--- src/rtl/vga_tile_sched.sv ---
// Tile-map line scheduler: fetches one row of tile codes into a line buffer
// at the end of each visible line, and arbitrates game-logic writes into the
// shared single-port tile RAM when no fetch is running.
module vga_tile_sched #(
    parameter int H_ACTIVE = 640,
    parameter int V_ACTIVE = 480,
    parameter int V_TOTAL  = 525,
    parameter int MAP_COLS = 20,
    parameter int MAP_ROWS = 15
) (
    input  logic       sys_clk,
    input  logic       reset_n,
    input  logic [9:0] x_pos,
    input  logic [9:0] y_pos,
    input  logic       vga_blank_z,
    input  logic       wr_req,
    input  logic [8:0] wr_addr,
    input  logic [2:0] wr_data,
    output logic       wr_ack,
    output logic       wr_err,
    output logic [8:0] ram_addr,
    output logic       ram_we,
    output logic [2:0] ram_wdata,
    input  logic [2:0] ram_rdata,
    output logic [2:0] tile_code,
    output logic       fetch_busy
);

    localparam int CW    = $clog2(MAP_COLS + 1);
    localparam int CELLS = MAP_COLS * MAP_ROWS;

    typedef enum logic [1:0] {IDLE, FETCH, DRAIN} state_t;

    state_t          state_q, state_d;
    logic [CW-1:0]   col_q;
    logic [8:0]      addr_q;
    logic            ack_q;
    logic            run_q;
    logic [2:0]      linebuf [MAP_COLS];
    logic [2:0]      tile_p0;

    logic [9:0]      next_y;
    logic            trig_valid;
    logic [8:0]      fetch_base;
    logic            grant;
    logic            reject;

    // Line-end trigger: next displayed line and the tile row it needs
    always_comb begin
        next_y     = (y_pos == 10'(V_TOTAL - 1)) ? 10'd0 : y_pos + 10'd1;
        trig_valid = (x_pos == 10'(H_ACTIVE)) && (next_y < 10'(V_ACTIVE));
        fetch_base = 9'(32'(next_y[8:5]) * MAP_COLS);
    end

    // Next-state logic and write arbitration; the fetch always has priority
    always_comb begin
        state_d = state_q;
        grant   = 1'b0;
        reject  = 1'b0;
        case (state_q)
            IDLE: begin
                if (trig_valid) begin
                    state_d = FETCH;
                end else if (wr_req && !ack_q && run_q) begin
                    // ack_q blocks the cycle after an ack so a held request is not counted twice
                    if (32'(wr_addr) < CELLS) grant  = 1'b1;
                    else                      reject = 1'b1;
                end
            end
            FETCH: begin
                if (col_q == CW'(MAP_COLS - 1)) state_d = DRAIN;
            end
            DRAIN:   state_d = IDLE;
            default: state_d = IDLE;
        endcase
    end

    // A granted write drives the RAM port directly in the grant cycle
    assign ram_we     = grant;
    assign ram_addr   = grant ? wr_addr : addr_q;
    assign ram_wdata  = grant ? wr_data : 3'd0;
    assign wr_ack     = grant | reject;
    assign wr_err     = reject;
    assign fetch_busy = (state_q != IDLE);
    assign tile_code  = tile_p0;

    // State register, fetch column counter and read address generator
    always_ff @(posedge sys_clk or negedge reset_n) begin
        if (!reset_n) begin
            state_q <= IDLE;
            col_q   <= '0;
            addr_q  <= '0;
            ack_q   <= 1'b0;
            run_q   <= 1'b0;
        end else begin
            state_q <= state_d;
            ack_q   <= wr_ack;
            run_q   <= 1'b1;
            case (state_q)
                IDLE: begin
                    if (trig_valid) begin
                        col_q  <= '0;
                        addr_q <= fetch_base;
                    end else if (grant) begin
                        addr_q <= wr_addr;
                    end
                end
                FETCH: begin
                    col_q <= col_q + CW'(1);
                    if (col_q != CW'(MAP_COLS - 1)) addr_q <= addr_q + 9'd1;
                end
                default: ;
            endcase
        end
    end

    // Line buffer capture: RAM data lags the issued address by one cycle
    always_ff @(posedge sys_clk or negedge reset_n) begin
        if (!reset_n) begin
            for (int i = 0; i < MAP_COLS; i++) linebuf[i] <= '0;
        end else if ((state_q == FETCH && col_q != '0) || state_q == DRAIN) begin
            linebuf[col_q - CW'(1)] <= ram_rdata;
        end
    end

    // Pixel stage p0: tile lookup for the current pixel, forced to 0 in blanking
    always_ff @(posedge sys_clk or negedge reset_n) begin
        if (!reset_n) begin
            tile_p0 <= '0;
        end else if (vga_blank_z && (32'(x_pos[9:5]) < MAP_COLS)) begin
            tile_p0 <= linebuf[x_pos[9:5]];
        end else begin
            tile_p0 <= '0;
        end
    end

endmodule

--- config.mk ---
export PLATFORM = sky130hd
export DESIGN_NAME = vga_tile_sched
export DESIGN_NICKNAME = d
export VERILOG_FILES = /design/src/rtl/vga_tile_sched.sv
export SDC_FILE = /design/constraint.sdc
export NUM_CORES = 1
export LEC_CHECK = 0
export CAP_MARGIN = 30
export CELL_PAD_IN_SITES_DETAIL_PLACEMENT = 0
export CELL_PAD_IN_SITES_GLOBAL_PLACEMENT = 1
export CORE_AREA = 2 2 78 154
export CTS_BUF_LIST = sky130_fd_sc_hd__clkbuf_8
export CTS_CLUSTER_DIAMETER = 120
export DETAILED_ROUTE_END_ITERATION = 6
export DIE_AREA = 0 0 80 156
export PLACE_DENSITY_LB_ADDON = 0.3
export SLEW_MARGIN = 20
export SYNTH_ARGS = -nofsm -noshare
export SYNTH_HDL_FRONTEND = slang
export SYNTH_SLANG_ARGS = --single-unit
--- constraint.sdc ---
create_clock -name sys_clk -period 2.3 [get_ports sys_clk]
set_input_delay 0.23 -clock sys_clk [delete_from_list [all_inputs] [get_ports sys_clk]]
set_output_delay 0.23 -clock sys_clk [all_outputs]
set_load 0.01 [all_outputs]
# --- Word level (Yosys, flattened, before mapping) ---
# Index checks and enable logic that the tools add are counted.
# W data, S select, Z words.
word_totals:
  wordCells: 90
  output_inout_bits: 19
  regBits: 81
classes:
  bitwise_logic: 3
  n_mux: 26
  multipliers: 1
  reduce_logical: 15
  n_eq_ne: 9
  n_lt_le_gt_ge: 6
  add_sub_neg: 4
ops:
  columns: ["operator", "n"]
  rows:
  - ["$bwmux W60", 1]
  - ["$mux W9", 3]
  - ["$eq A10 B10 Y1 const B", 2]
  - ["$pmux W9 S2", 1]
  - ["$bmux W3 S5", 1]
  - ["$demux W3 S5", 1]
  - ["$mux W3", 5]
  - ["$ge A6 B6 Y1 const B", 2]
  - ["$not A5 Y6", 2]
  - ["$add A10 B1 Y10 const B", 1]
  - ["$lt A10 B9 Y1 const B", 1]
  - ["$mux W10", 1]
  - ["$pmux W5 S2", 1]
  - ["$add A9 B1 Y9 const B", 1]
  - ["$lt A9 B9 Y1 const B", 1]
  - ["$mux W1", 8]
  - ["$mul A4 B3 Y7 const B", 1]
  - ["$logic_and A1 B1 Y1", 6]
  - ["$lt A6 B1 Y1 const B", 1]
  - ["$ne A2 B2 Y1 const B", 3]
  - ["$reduce_and A2 Y1", 3]
  - ["$add A5 B1 Y5 const B", 1]
  - ["$eq A5 B5 Y1 const B", 1]
  - ["$lt A5 B5 Y1 const B", 1]
  - ["13 further kinds", 15]

# --- Logic depth before layout (Yosys ltp) ---
depth:
  word_depth: 9
  depth_mapped: 12
  depth_no_buf: 12

# --- Least setup slack after synthesis ---
# No wires, ideal clock.
synth_path:
  path_kind: "input -> register"
  start: "in y_pos[0]"
  end: "reg addr_q[6]"
  setup_time_ps: 126
  arrival_time_ps: 2228
  slack_ps: -54
  stages: 11
  t_required_ps: 2174
  cell_sequence: "nand4_1 -> nor2_1 -> and3_1 -> xnor2_1 -> inv_1 -> ha_1 -> ha_1 -> inv_1 -> fa_1 -> a21oi_1 -> a221o_1"
synth_between:
  elab_chain_len: 9
  elab_cells_between_ends: 11
synth_lines:
  columns: ["item", "line", "text"]
  rows:
  - ["start: declaration", "14", "input logic [9:0] y_pos,"]
  - ["$add A10 B1 Y10 or $eq A10 B10 Y1 (tied branches)", "50", "next_y = (y_pos == 10'(V_TOTAL - 1)) ? 10'd0 : y_pos + 10'd1;"]
  - ["$mux W10 (*)", "50", null]
  - ["branches (longest 5 deep; another with $mul A4 B3 Y7)", null, null]
  - ["$mux W9 (*)", "101", "if (trig_valid) begin"]
  - ["$pmux W9 S2 (*)", "99", "case (state_q)"]
  - ["end signal: assignment", "103", "addr_q <= fetch_base;"]
  - ["end signal: assignment", "105", "addr_q <= wr_addr;"]
  - ["end signal: assignment", "110", "if (col_q != CW'(MAP_COLS - 1)) addr_q <= addr_q + 9'd1;"]
  - ["end: declaration", "36", "logic [8:0] addr_q;"]
# Every way passes the cells marked *.
# A chain may end at the register's enable or synchronous reset.

# --- Worst setup path after layout ---
layout_path:
  start: "in y_pos[5]"
  end: "out ram_addr[7]"
layout_between:
  elab_chain_len: 7
  elab_cells_between_ends: 8
layout_lines:
  columns: ["item", "line", "text"]
  rows:
  - ["$add A10 B1 Y10 or $eq A10 B10 Y1 (tied branches)", "50", null]
  - ["$mux W10 (*)", "50", null]
  - ["$lt A10 B9 Y1 (*)", "51", "trig_valid = (x_pos == 10'(H_ACTIVE)) && (next_y < 10'(V_ACTIVE));"]
  - ["$logic_and A1 B1 Y1 (*)", "51", null]
  - ["$mux W1 (*)", "62", "if (trig_valid) begin"]
  - ["$mux W1 (*)", "60", "case (state_q)"]
  - ["$mux W9 (*)", null, null]
  - ["end: declaration", "21", "output logic [8:0] ram_addr,"]
# Mark *: on every way between the ends. The rest lies on a longest branch, timed or not.

==> summary.md <==
| Metric | Value |
|---|---|
| Post-route ant nets | `0` |
| Die width | `80 um` |
| Tot GR Track Use | `21.2%` |
| Sequential share of the synthesized area | `43.7%` |
| Total of max-cap violations | `0` |
| GP Congestion | `0.826` |
| Setup TNS | `-1.21 ns` |
| H-tree Lvls | `3` |
| Synth warnings | `0` |
| # placed instances | `639` |
| Vias per cell | `5.50` |
| Peak VDD IR | `0.310 mV` |
| Cell Rows | `55` |
| Most common cell in the netlist | `dfrtp_1` |
| Top FF cell, synth | `dfrtp_1` |
| Fmax achieved | `410 MHz` |
| Synth top area share | `43.7%` |
| Cell Area, Synth | `0.00464 mm^2` |
| Failing checks | `setup timing` |
| Synth-to-Final Area Change | `34.1%` |
| First-pass GRT wire length | `19.8 mm` |
| Worst Skew | `0.0120 ns` |
| I/O pins | `58` |
| Final Cycle Share | `106%` |
| Largest net degree at the start of global routing | `45` |
| Maximum buffer depth of the clock tree | `2` |
| Crit Path Category | `in -> out` |
| Die area | `0.0125 mm^2` |
| Most frequent cells after synthesis | `dfrtp_1, mux2_2, nor2_1` |
| Die Y | `156 um` |
| DP HPWL | `9.38 mm` |
| Leakage power | `0.00290 uW` |
| Cts bufs inserted | `9` |
| Gr ovfl total | `0` |
| Syn_area_per_cell | `11.5 um^2` |
| Setup violations, final | `17` |
| Starting DRT DRC Count | `173` |
| Largest cells by area after synthesis | `dfrtp_1, mux2_2, mux4_2` |
| Syn_nets | `454` |
| Tightest Pin Transition | `0.787 ns` |
| TritonCTS Sinks | `81` |
| Outcome | `finished with violations` |
| Filler instances | `1022` |
| Pre-CTS WS | `-0.927 ns` |
| DR WL/cell | `18.5 um` |
| Number of flops mapped to enable cells by yosys | `0` |
| Unrepaired setup endpoints after global routing | `true` |
| Max_slew headroom | `47.4%` |
| Clock latency on the worst-skew pair | `0.35 ns` |
| Hold WS | `0.387 ns` |
| Critical Path Fanout Max | `3` |
| Pwr/cell area | `581 mW/mm^2` |
| WP data arrival | `2.21 ns` |
| DRT Pass-1 Iters | `4` |
| Minimum clock period | `2.44 ns` |
| Critical path endpoint category | `primary output` |
| Pwr Total | `3620 uW` |
| CTS clock-pin slew for the worst setup and hold paths | `0.08 ns` |
| Worst hold path class | `in -> async` |
| Synth Register Bits | `81` |
| Yosys top cell by area | `dfrtp_1` |
| Final-report hold violation count | `0` |
| Routed Wire Length | `12.3 mm` |
| Async set-reset flop share out of synthesis | `100%` |
| CP Data Required Time | `2.07 ns` |
| Vias | `3655` |
| Core area | `0.0113 mm^2` |
| NumNets Final | `569` |
| Antenna violations before repair | `0` |
| Worst setup SP type | `input pin` |
| Port-buffer cells | `57` |
| Fin cells | `664` |
| Cells after Synth | `403` |
| Final worst slack | `-0.141 ns` |
| CTS root buffer | `clkbuf_8` |
| Number of diodes | `0` |
| Final Max Slew Viols | `0` |
| DRC | `0` |
| Share of cells above drive strength 1 | `45.8%` |
| TritonCTS clock tree | `yes` |
| Starting Density | `41.1%` |
| Distinct cells, synth | `53` |
| Vias in the first global route | `3959` |
-- repair_timing --
action,CTS,global route
endpoints found under the hold margin,37,0
hold buffers,1,0
setup buffers,6,2
gates cloned,1,0
gates resized for setup,146,24
pin swaps,20,5
setup endpoints to repair,34,65
-- power by group --
group          internal, uW  switching, uW  leakage, uW  total [uW]
clock                   601            509     0.000106        1110
sequential             1490           88.2      0.00108        1580
combinational           480            445      0.00171         925
total                  2580           1040      0.00289        3620
-- cell families (layout without fill, tap and decap cells) --
group           count (synthesis)  in the layout  share of synthesized area, %
mux                            95             95                          27.3
other cells                     1              1                        0.0808
xor+xnor                        5              5                         0.944
simple gates                  113            113                          12.3
compound gates                 62             62                          9.11
flops                          81             81                          43.7
fa+ha+maj                      12             12                          3.40
buf+inv                        34            153                          3.13
-- cells in the final DEF, fill, tap and decap left out, types with 9 or more instances in the layout --
cell type / n
mux4_2: 18
o21ai_0: 15
buf_6: 20
ha_1: 10
nand2_1: 21
nor2_1: 15
nand3_1: 13
clkbuf_8: 9
nor2_2: 14
dfrtp_1: 81
mux2_2: 66
buf_4: 58
clkdlybuf4s50_1: 26
inv_1: 13
-- metal layers --
| metal | global-route usage [%] | wire, um | up-vias |
|---|---|---|---|
| li1 | - | - | 1718 |
| met1 | 20.0 | 3930 | 1814 |
| met2 | 41.9 | 7440 | 95 |
| met3 | 3.70 | 409 | 28 |
| met4 | 10.4 | 506 | 0 |
| met5 | 0 | 0 | - |
-- sequential cells by signal, indices dropped and copies added, names as in the netlist --
name and count:
tile_code 3, run_q 1, addr_q 9, linebuf 60, state_q 2, col_q 5
ack_q 1
-- stage by stage --
stage | cell area [um^2] | util [%]
floorplan | 4660 | -
global placement | 5750 | 50.9
detailed placement | 5750 | 50.9
CTS | 6140 | 54.4
global route | 6220 | 55.2
finish | 6220 | 55.2
-- cell type report --
type	count	area (um^2)	area share, %
Clock inverter	6	85.1	1.37
Tap cell	142	178	2.85
Clock buffer	9	124	1.99
Timing Repair Buffer	122	1070	17.2
Multi-Input combinational cell	288	2670	42.9
Sequential cell	81	2030	32.6
Inverter	15	61.3	0.985
Timing Repair inverter	1	7.51	0.121
-- critical path, cell delays in order --
cell and delay [ns]:
buf_6 0.10, buf_6 0.11, or4_4 0.52, nor3_4 0.24
a21oi_4 0.05, a211o_1 0.27, nand3_4 0.15, buf_6 0.13
mux2_4 0.30, buf_6 0.12
-- path summary, 6_finish.rpt --
check	to	from	depth (start not counted)	slack (ns)
setup / recovery	ram_addr[7]	y_pos[5]	10	-0.14
hold / removal	linebuf[11]	reset_n	2	0.39
setup reg to reg	linebuf[24]	col_q[0]	8	0.11
hold reg to reg	linebuf[6]	linebuf[6]	1	0.51
max in group asynchronous	run_q	reset_n	3	1.28
min in group sys_clk	tile_code[0]	x_pos[7]	5	0.43
Note: power is estimated with default switching activity, not from simulation.
